==> src/rtl/mf_control_unit_pkg.sv <==
// Shared state encoding, opcode constants and decode bundle for the mfhi/mflo control unit.
package mf_control_unit_pkg;

  typedef enum logic [2:0] {
    S_RST,
    S_T0,
    S_T1,
    S_T2,
    S_T3,
    S_PAUSE,
    S_HALT
  } state_t;

  localparam int OP_MSB = 31;
  localparam int OP_LSB = 27;
  localparam int OP_W   = OP_MSB - OP_LSB + 1;
  localparam int CNT_W  = 16;

  typedef logic [OP_W-1:0] opcode_t;

  localparam opcode_t OP_MFHI = 5'b11000;
  localparam opcode_t OP_MFLO = 5'b11001;
  localparam opcode_t OP_NOP  = 5'b11010;
  localparam opcode_t OP_HALT = 5'b11011;

  typedef struct packed {
    logic gra;
    logic rin;
    logic hiout;
    logic loout;
    logic illegal;
    logic halt;
  } t3_ctl_t;

  function automatic opcode_t get_opcode(input logic [31:0] ir);
    return ir[OP_MSB:OP_LSB];
  endfunction

endpackage

==> src/rtl/mf_control_unit_if.sv <==
// Control-unit <-> datapath bundle: instruction/handshake inputs and Moore control outputs.
interface mf_control_unit_if;
  import mf_control_unit_pkg::*;

  logic [31:0]      IR;
  logic             stop;
  logic             mem_ready;
  logic             PCout, MARin, IncPC, Zin;
  logic             Zlowout, PCin, Read, MDRin;
  logic             MDRout, IRin;
  logic             Gra, Rin, HIout, LOout;
  logic             run;
  logic             illegal;
  logic [CNT_W-1:0] instr_count;

  modport master (
    input  IR, stop, mem_ready,
    output PCout, MARin, IncPC, Zin, Zlowout, PCin, Read, MDRin,
           MDRout, IRin, Gra, Rin, HIout, LOout, run, illegal, instr_count
  );

  modport slave (
    output IR, stop, mem_ready,
    input  PCout, MARin, IncPC, Zin, Zlowout, PCin, Read, MDRin,
           MDRout, IRin, Gra, Rin, HIout, LOout, run, illegal, instr_count
  );

endinterface

==> src/rtl/mf_control_unit_opcode_decode.sv <==
// Purely combinational T3 decode of the 5-bit opcode; zero latency, no backpressure.
module mf_opcode_decode
  import mf_control_unit_pkg::*;
(
  input  opcode_t opcode_i,
  output t3_ctl_t ctl_o
);

  always_comb begin
    ctl_o = '0;
    case (opcode_i)
      OP_MFHI: begin
        ctl_o.gra   = 1'b1;
        ctl_o.rin   = 1'b1;
        ctl_o.hiout = 1'b1;
      end
      OP_MFLO: begin
        ctl_o.gra   = 1'b1;
        ctl_o.rin   = 1'b1;
        ctl_o.loout = 1'b1;
      end
      OP_NOP:  ctl_o = '0;
      OP_HALT: ctl_o.halt = 1'b1;
      default: ctl_o.illegal = 1'b1;
    endcase
  end

endmodule

==> src/rtl/mf_control_unit.sv <==
// Moore fetch/execute FSM (T0..T3, PAUSE, HALT) with completed-instruction counter; 4 cycles/instr.
// Optional MF_CU_MEM_WAIT_EN holds T1 until mem_ready; stop pauses only at T0.
module mf_control_unit
  import mf_control_unit_pkg::*;
(
  input  logic              clk,
  input  logic              clear,
  mf_control_unit_if.master bus
);

  state_t           state_q, state_d;
  logic [CNT_W-1:0] count_q, count_d;
  opcode_t          opcode;
  t3_ctl_t          dec;

  assign opcode = get_opcode(bus.IR);

  mf_opcode_decode u_decode (
    .opcode_i (opcode),
    .ctl_o    (dec)
  );

  logic unused_ir_low;
  assign unused_ir_low = ^bus.IR[OP_LSB-1:0];
`ifndef MF_CU_MEM_WAIT_EN
  logic unused_mem_ready;
  assign unused_mem_ready = bus.mem_ready;
`endif

  always_ff @(posedge clk or posedge clear) begin
    if (clear) begin
      state_q <= S_RST;
      count_q <= '0;
    end else begin
      state_q <= state_d;
      count_q <= count_d;
    end
  end

  always_comb begin
    state_d     = state_q;
    count_d     = count_q;
    bus.PCout   = 1'b0;
    bus.MARin   = 1'b0;
    bus.IncPC   = 1'b0;
    bus.Zin     = 1'b0;
    bus.Zlowout = 1'b0;
    bus.PCin    = 1'b0;
    bus.Read    = 1'b0;
    bus.MDRin   = 1'b0;
    bus.MDRout  = 1'b0;
    bus.IRin    = 1'b0;
    bus.Gra     = 1'b0;
    bus.Rin     = 1'b0;
    bus.HIout   = 1'b0;
    bus.LOout   = 1'b0;
    bus.illegal = 1'b0;
    bus.run     = (state_q != S_HALT);

    case (state_q)
      S_RST: state_d = S_T0;
      S_T0: begin
        bus.PCout = 1'b1;
        bus.MARin = 1'b1;
        bus.IncPC = 1'b1;
        bus.Zin   = 1'b1;
        state_d   = bus.stop ? S_PAUSE : S_T1;
      end
      S_PAUSE: if (!bus.stop) state_d = S_T0;
      S_T1: begin
        bus.Zlowout = 1'b1;
        bus.PCin    = 1'b1;
        bus.Read    = 1'b1;
        bus.MDRin   = 1'b1;
`ifdef MF_CU_MEM_WAIT_EN
        if (bus.mem_ready) state_d = S_T2;
`else
        state_d = S_T2;
`endif
      end
      S_T2: begin
        bus.MDRout = 1'b1;
        bus.IRin   = 1'b1;
        state_d    = S_T3;
      end
      S_T3: begin
        bus.Gra     = dec.gra;
        bus.Rin     = dec.rin;
        bus.HIout   = dec.hiout;
        bus.LOout   = dec.loout;
        bus.illegal = dec.illegal;
        // Every exit from T3 retires an instruction, halt and illegal included.
        count_d     = count_q + CNT_W'(1);
        state_d     = dec.halt ? S_HALT : S_T0;
      end
      S_HALT: state_d = S_HALT;
      default: state_d = S_RST;
    endcase
  end

  assign bus.instr_count = count_q;

endmodule

==> src/flat_wrapper.sv <==
// flat-port wrapper written by rule: the top's interface ports become plain ports
module mf_control_unit_flat import mf_control_unit_pkg::*;
  (clk, clear, bus_IR, bus_stop, bus_mem_ready, bus_PCout, bus_MARin, bus_IncPC, bus_Zin, bus_Zlowout, bus_PCin, bus_Read, bus_MDRin, bus_MDRout, bus_IRin, bus_Gra, bus_Rin, bus_HIout, bus_LOout, bus_run, bus_illegal, bus_instr_count);
  mf_control_unit_if bus_i ();
  input  logic clk;
  input  logic clear;
  input wire logic [$bits(bus_i.IR)-1:0] bus_IR;
  input wire logic [$bits(bus_i.stop)-1:0] bus_stop;
  input wire logic [$bits(bus_i.mem_ready)-1:0] bus_mem_ready;
  output wire logic [$bits(bus_i.PCout)-1:0] bus_PCout;
  output wire logic [$bits(bus_i.MARin)-1:0] bus_MARin;
  output wire logic [$bits(bus_i.IncPC)-1:0] bus_IncPC;
  output wire logic [$bits(bus_i.Zin)-1:0] bus_Zin;
  output wire logic [$bits(bus_i.Zlowout)-1:0] bus_Zlowout;
  output wire logic [$bits(bus_i.PCin)-1:0] bus_PCin;
  output wire logic [$bits(bus_i.Read)-1:0] bus_Read;
  output wire logic [$bits(bus_i.MDRin)-1:0] bus_MDRin;
  output wire logic [$bits(bus_i.MDRout)-1:0] bus_MDRout;
  output wire logic [$bits(bus_i.IRin)-1:0] bus_IRin;
  output wire logic [$bits(bus_i.Gra)-1:0] bus_Gra;
  output wire logic [$bits(bus_i.Rin)-1:0] bus_Rin;
  output wire logic [$bits(bus_i.HIout)-1:0] bus_HIout;
  output wire logic [$bits(bus_i.LOout)-1:0] bus_LOout;
  output wire logic [$bits(bus_i.run)-1:0] bus_run;
  output wire logic [$bits(bus_i.illegal)-1:0] bus_illegal;
  output wire logic [$bits(bus_i.instr_count)-1:0] bus_instr_count;
  assign bus_i.IR = bus_IR;
  assign bus_i.stop = bus_stop;
  assign bus_i.mem_ready = bus_mem_ready;
  assign bus_PCout = bus_i.PCout;
  assign bus_MARin = bus_i.MARin;
  assign bus_IncPC = bus_i.IncPC;
  assign bus_Zin = bus_i.Zin;
  assign bus_Zlowout = bus_i.Zlowout;
  assign bus_PCin = bus_i.PCin;
  assign bus_Read = bus_i.Read;
  assign bus_MDRin = bus_i.MDRin;
  assign bus_MDRout = bus_i.MDRout;
  assign bus_IRin = bus_i.IRin;
  assign bus_Gra = bus_i.Gra;
  assign bus_Rin = bus_i.Rin;
  assign bus_HIout = bus_i.HIout;
  assign bus_LOout = bus_i.LOout;
  assign bus_run = bus_i.run;
  assign bus_illegal = bus_i.illegal;
  assign bus_instr_count = bus_i.instr_count;
  mf_control_unit u_core (.clk(clk), .clear(clear), .bus(bus_i));
endmodule
==> config.mk <==
export PLATFORM = sky130hd
export DESIGN_NAME = mf_control_unit_flat
export DESIGN_NICKNAME = d
export VERILOG_FILES = /design/src/rtl/mf_control_unit_pkg.sv /design/src/rtl/mf_control_unit_if.sv /design/src/rtl/mf_control_unit_opcode_decode.sv /design/src/rtl/mf_control_unit.sv /design/src/flat_wrapper.sv
export SDC_FILE = /design/constraint.sdc
export NUM_CORES = 1
export LEC_CHECK = 0
export ABC_AREA = 1
export CORE_MARGIN = 5
export CORE_UTILIZATION = 40
export CTS_CLUSTER_DIAMETER = 200
export CTS_CLUSTER_SIZE = 24
export DETAILED_ROUTE_END_ITERATION = 8
export DONT_BUFFER_PORTS = 1
export PLACE_DENSITY = 0.5
export SETUP_SLACK_MARGIN = 0.1
export SLEW_MARGIN = 30
export SYNTH_ARGS = -nofsm -noshare
export SYNTH_HDL_FRONTEND = slang
export SYNTH_HIERARCHICAL = 1
export SYNTH_SLANG_ARGS = --single-unit
==> constraint.sdc <==
create_clock -name clk -period 2.7 [get_ports clk]
set_input_delay 0.81 -clock clk [delete_from_list [all_inputs] [get_ports clk]]
set_output_delay 0.81 -clock clk [all_outputs]
set_load 0.1 [all_outputs]
Word-level counts from Yosys, hierarchy flattened
Cells that the tools add are included.
{"block": "classes", "add_sub_neg": 1, "n_mul": 0, "div": 0, "n_lt_le_gt_ge": 0, "eq_ne": 12, "shifts": 0, "muxes": 17, "bitwise": 0, "reduce_logical": 3}
{"op": "3-bit one-hot mux with 7 select lines", "n": 1}
{"op": "5-bit == test (second input constant)", "n": 4}
{"op": "16-bit by 1-bit adder with 16-bit output (second input constant)", "n": 1}
{"op": "1-bit 2-to-1 mux", "n": 12}
{"op": "3-bit == test (second input constant)", "n": 3}
{"op": "3-bit 2-to-1 mux", "n": 3}
{"op": "3-bit by 2-bit == test with 1-bit output (second input constant)", "n": 2}
{"op": "4-bit OR reduction", "n": 1}
{"op": "3-bit by 1-bit == test with 1-bit output (second input constant)", "n": 1}
{"op": "3-bit logical NOT", "n": 1}
{"op": "3-bit != test (second input constant)", "n": 1}
{"op": "2-bit 2-to-1 mux", "n": 1}
{"op": "2-bit != test (second input constant)", "n": 1}
{"op": "2-bit OR reduction", "n": 1}
{"block": "totals", "register_bits": 19, "latch_bits": 0, "ramBits": 0, "romBits": 0, "inputBits": 36, "output_inout_bits": 32, "word_cells": 35, "memories": 0}

Depth between registers and ports, before layout
{"block": "logic_depth", "depth_word": 4, "mapped_depth": 8, "mapped_depth_nobuf": 8}

Modules after synthesis
The synthesis kept the hierarchy.
{"module": "mf_control_unit", "instances": 1, "cells_each": 137, "area_per_inst_um2": 1151.1, "seq_area_each_um2": 475.5}
{"module": "mf_opcode_decode", "instances": 1, "cells_each": 15, "area_per_inst_um2": 68.8, "seq_area_each_um2": 0.0}

Worst setup path after synthesis
Ideal clock, no wire load.
{"block": "synth_path", "path_kind": "register to output", "startpoint": "reg u_core.state_q[2]", "endpoint": "out bus_PCin", "arrival_ns": 3.335, "required_time_ns": 1.890, "slack_ns": -1.445, "path_stages_with_launch": 4, "n_path_buf": 2, "path_cell_list": "dfrtp_1 buf_6 nor3_1 buf_4"}
{"block": "synth_via", "elab_chain_len": 2}
{"item": "from (decl)", "line": "mf_control_unit.sv:11", "text": "state_t state_q, state_d;"}
{"item": "from (signal assigned)", "line": "mf_control_unit.sv:35", "text": "state_q <= state_d;"}
{"item": "3-bit by 2-bit == test with 1-bit output"}
{"item": "1-bit 2-to-1 mux"}
{"item": "to (decl)", "line": "flat_wrapper.sv:15", "text": "output wire logic [$bits(bus_i.PCin)-1:0] bus_PCin;"}
No other way between the ends.

Worst setup path in the final report
{"block": "layout_path", "startpoint": "reg u_core.state_q[0]", "endpoint": "out bus_illegal"}
{"block": "layout_via", "elab_chain_len": 2}
{"item": "3-bit == test", "line": "mf_control_unit.sv:60", "text": "case (state_q)"}
{"item": "1-bit 2-to-1 mux", "line": "mf_control_unit.sv:60"}
{"item": "to (decl)", "line": "flat_wrapper.sv:25", "text": "output wire logic [$bits(bus_i.illegal)-1:0] bus_illegal;"}
No other way between the ends.

==> flow_summary.yaml <==
pwr:
  powerDensity_nw_per_um2: 1080
  power.leakage_nw: 0.764
  total_power_mw: 1.73
  clock_power_share_pct: 8.3
  switchingPower_mw: 1.09
  pwr-share-seq_pct: 25.2
  swShare_pct: 62.7
  vdd_drop_max_mv: 0.714
  power.internal_mw: 0.647
  p_comb_share_pct: 66.6
global_route:
  grt_pass1_wl_um: 4710
  grt_pass1_vias: 1035
  overflow: 0
  grt_util_all_layers_pct: 13.7
  antenna_found_initial: 0
  grt_max_degree: 20
die:
  ios: 68
  dieArea_um2: 4250
  die_w_um: 65.2
  die_h_um: 65.2
  core_area_um2: 2980
  floorplan.initialDensity_pct: 41.0
  num_rows: 20
synthesis:
  synth_common_cells: "36 x nand2_1, 22 x inv_1, 19 x dfrtp_1"
  syn_nets: 189
  yosysWarnings: 6
  synth_ff_type: "dfrtp_1"
  synth_cell_type_count: 27
  yosysSeqAreaShare_pct: 39.0
  ys_ff_latch: 19
  netlist_area_um2: 1220
  async_flop_share_pct: 100
  synth_top_area_share_pct: 39.0
  syn_area_per_cell_um2: 8.03
  yosysMostFrequentCell: "nand2_1"
  synth_enable_flop_cells: 0
  synthCells: 152
  synth.largest_area_cell: "dfrtp_1"
  synth.area.top_cells: "dfrtp_1 39%, nand2_1 11%, inv_1 6.8%, nor2_1 5.2%, buf_4 4.9%"
drt:
  first_iter_violations: 45
  drc_errors: 0
  routed_wl_um: 2500
  drt_first_pass_iters: 4
  ant_nets: 0
  vias: 996
  routed_via_density: 4.81
  wl_per_cell_um: 12.1
critical_path:
  cp_max_fo: 11
  critPathRequiredTime_ns: 1.89
  critPathLaunchType: "flip-flop"
  r2r_slack_ns: 0.58
  r2r-end: "u_core/bus.instr_count[10]"
  rr_worst_depth: 6
  cp_data_arrival_time_ns: 1.64
  crit_type: "reg2out"
  cp-endpoint: "bus_illegal"
  r2r-start: "u_core/bus.instr_count[1]"
  critPathLaunch: "u_core/state_q[0]"
  end_kind: "output pin"
layout:
  num_antenna_cells: 0
  layout-area-overhead-vs-synth_pct: 31.1
  drive_gt1_share_pct: 32.8
  fin_cells: 207
  nets: 212
sta:
  tightest_slew_ns: 0.900
  finalCritPeriodShare_pct: 90.9
  slew_violations: 0
  slew_headroom_pct: 40.0
  setup_viol: 0
  finalHoldViolations: 0
  worst_slack_ns: 0.247
  period_minus_slack_ns: 2.45
  rsz0062_at_grt: "false"
  fmax_mhz: 408
  finalClockSkew_ns: 0.00479
placed_design:
  dp_hpwl_um: 1990
  place_congestion: 0.756
  dp.cells: 203
  io_buffer_count: 0
  pre_cts_ws_ns: 0.304
flow_run:
  drv_cap: 0
clock_tree:
  hold_buffers: 0
  numCtsBuffers: 3
  cts_tree: "built"
  clock_latency_ns: 0.29
  clk_pin_slew_ns: 0.11
  cts_setup_buffers: 0
  cts-root-buf: "clkbuf_4"
  cts_max_level: 1
  clock-sinks: 19
  cts_buffer_depth: 2
  cts-resized-gates: 0
min_path:
  min_path_type: "in2async"
status:
  run_status: "complete, no violations"
-- worst min path at each step --
stage                          startpoint                          to  slack [ns]  cells after the start
2_1_floorplan           u_core/state_q[1]           u_core/state_q[1]        0.58                      2
3_3_place_gp    u_core/bus.instr_count[6]   u_core/bus.instr_count[6]        0.52                      1
3_5_place_dp   u_core/bus.instr_count[14]  u_core/bus.instr_count[14]        0.52                      2
4_1_cts                             clear   u_core/bus.instr_count[5]        0.54                      1
5_1_grt                             clear   u_core/bus.instr_count[8]        0.56                      1
6_report                            clear  u_core/bus.instr_count[13]        0.52                      1
-- flip-flops by register name, summed over array words and instances, names as in the netlist --
register	cells
u_core/bus.instr_count	16
u_core/state_q	3
-- cell usage in the layout (no fill, tap or decap), types with 2 or more instances in the layout --
master	instances
dfrtp_1	19
clkbuf_4	3
nor2_1	10
nand2_2	2
xor2_1	6
nand2_1	36
nor2_4	9
nand3_4	2
nor2_2	5
xnor2_1	3
nand3_1	6
buf_4	19
a21oi_1	2
nor3_2	2
buf_12	8
nand4_1	5
inv_1	22
inv_2	2
-- layer usage --
metal	vias to the layer above	wire [um]	GRT usage, %
met4	0	10	2.07
met5	-	0	0
met1	463	1160	18.7
met3	2	166	4.79
met2	24	1170	21.2
li1	507	-	-
-- critical path, cell delays in order (launching register included) --
cell     delay, ns
dfrtp_1       0.49
inv_2         0.14
nand3_4       0.26
nor2_4        0.15
buf_4         0.30
-- kinds of logic after synthesis --
| logic type | count (synthesis) | share of synthesized area, % |
|---|---|---|
| AO/OA/AOI/OAI | 6 | 3.28 |
| XOR/XNOR | 9 | 6.46 |
| adder cells (fa/ha/maj) | 1 | 1.03 |
| buffers and inverters | 34 | 14.2 |
| flip-flops | 19 | 39.0 |
| AND/OR/NAND/NOR | 83 | 36.1 |
-- stage by stage --
step                      hold slack (ns)  setup TNS, ns  instance area, um^2  util (%)
final                               0.520              0                 1600      53.7
after global routing                0.561              0                 1600      53.7
after CTS                           0.536              0                 1600      53.7
after detailed placement            0.518              0                 1570      52.8
after global placement              0.516              0                 1570      52.8
after floorplan                     0.584          -1.75                 1260         -
-- area by class of cell --
type                            instances  area (um^2)
Clock buffer                            4         26.3
Fill cell                             293         1380
Inverter                               24         90.1
Multi-Input combinational cell         99          636
Sequential cell                        19          475
Tap cell                               33         41.3
Timing Repair Buffer                   28          330
-- power by group through the flow --
stage / logic (mW) / clock network (mW) / registers [mW]
after detailed placement: 1.16 / 0 / 0.441
after floorplan: 0.821 / 0 / 0.575
after global routing: 1.20 / 0.171 / 0.444
after CTS: 1.16 / 0.152 / 0.437
after global placement: 1.15 / 0 / 0.440
final: 1.15 / 0.143 / 0.436
Power figures use the tool's default switching activity.
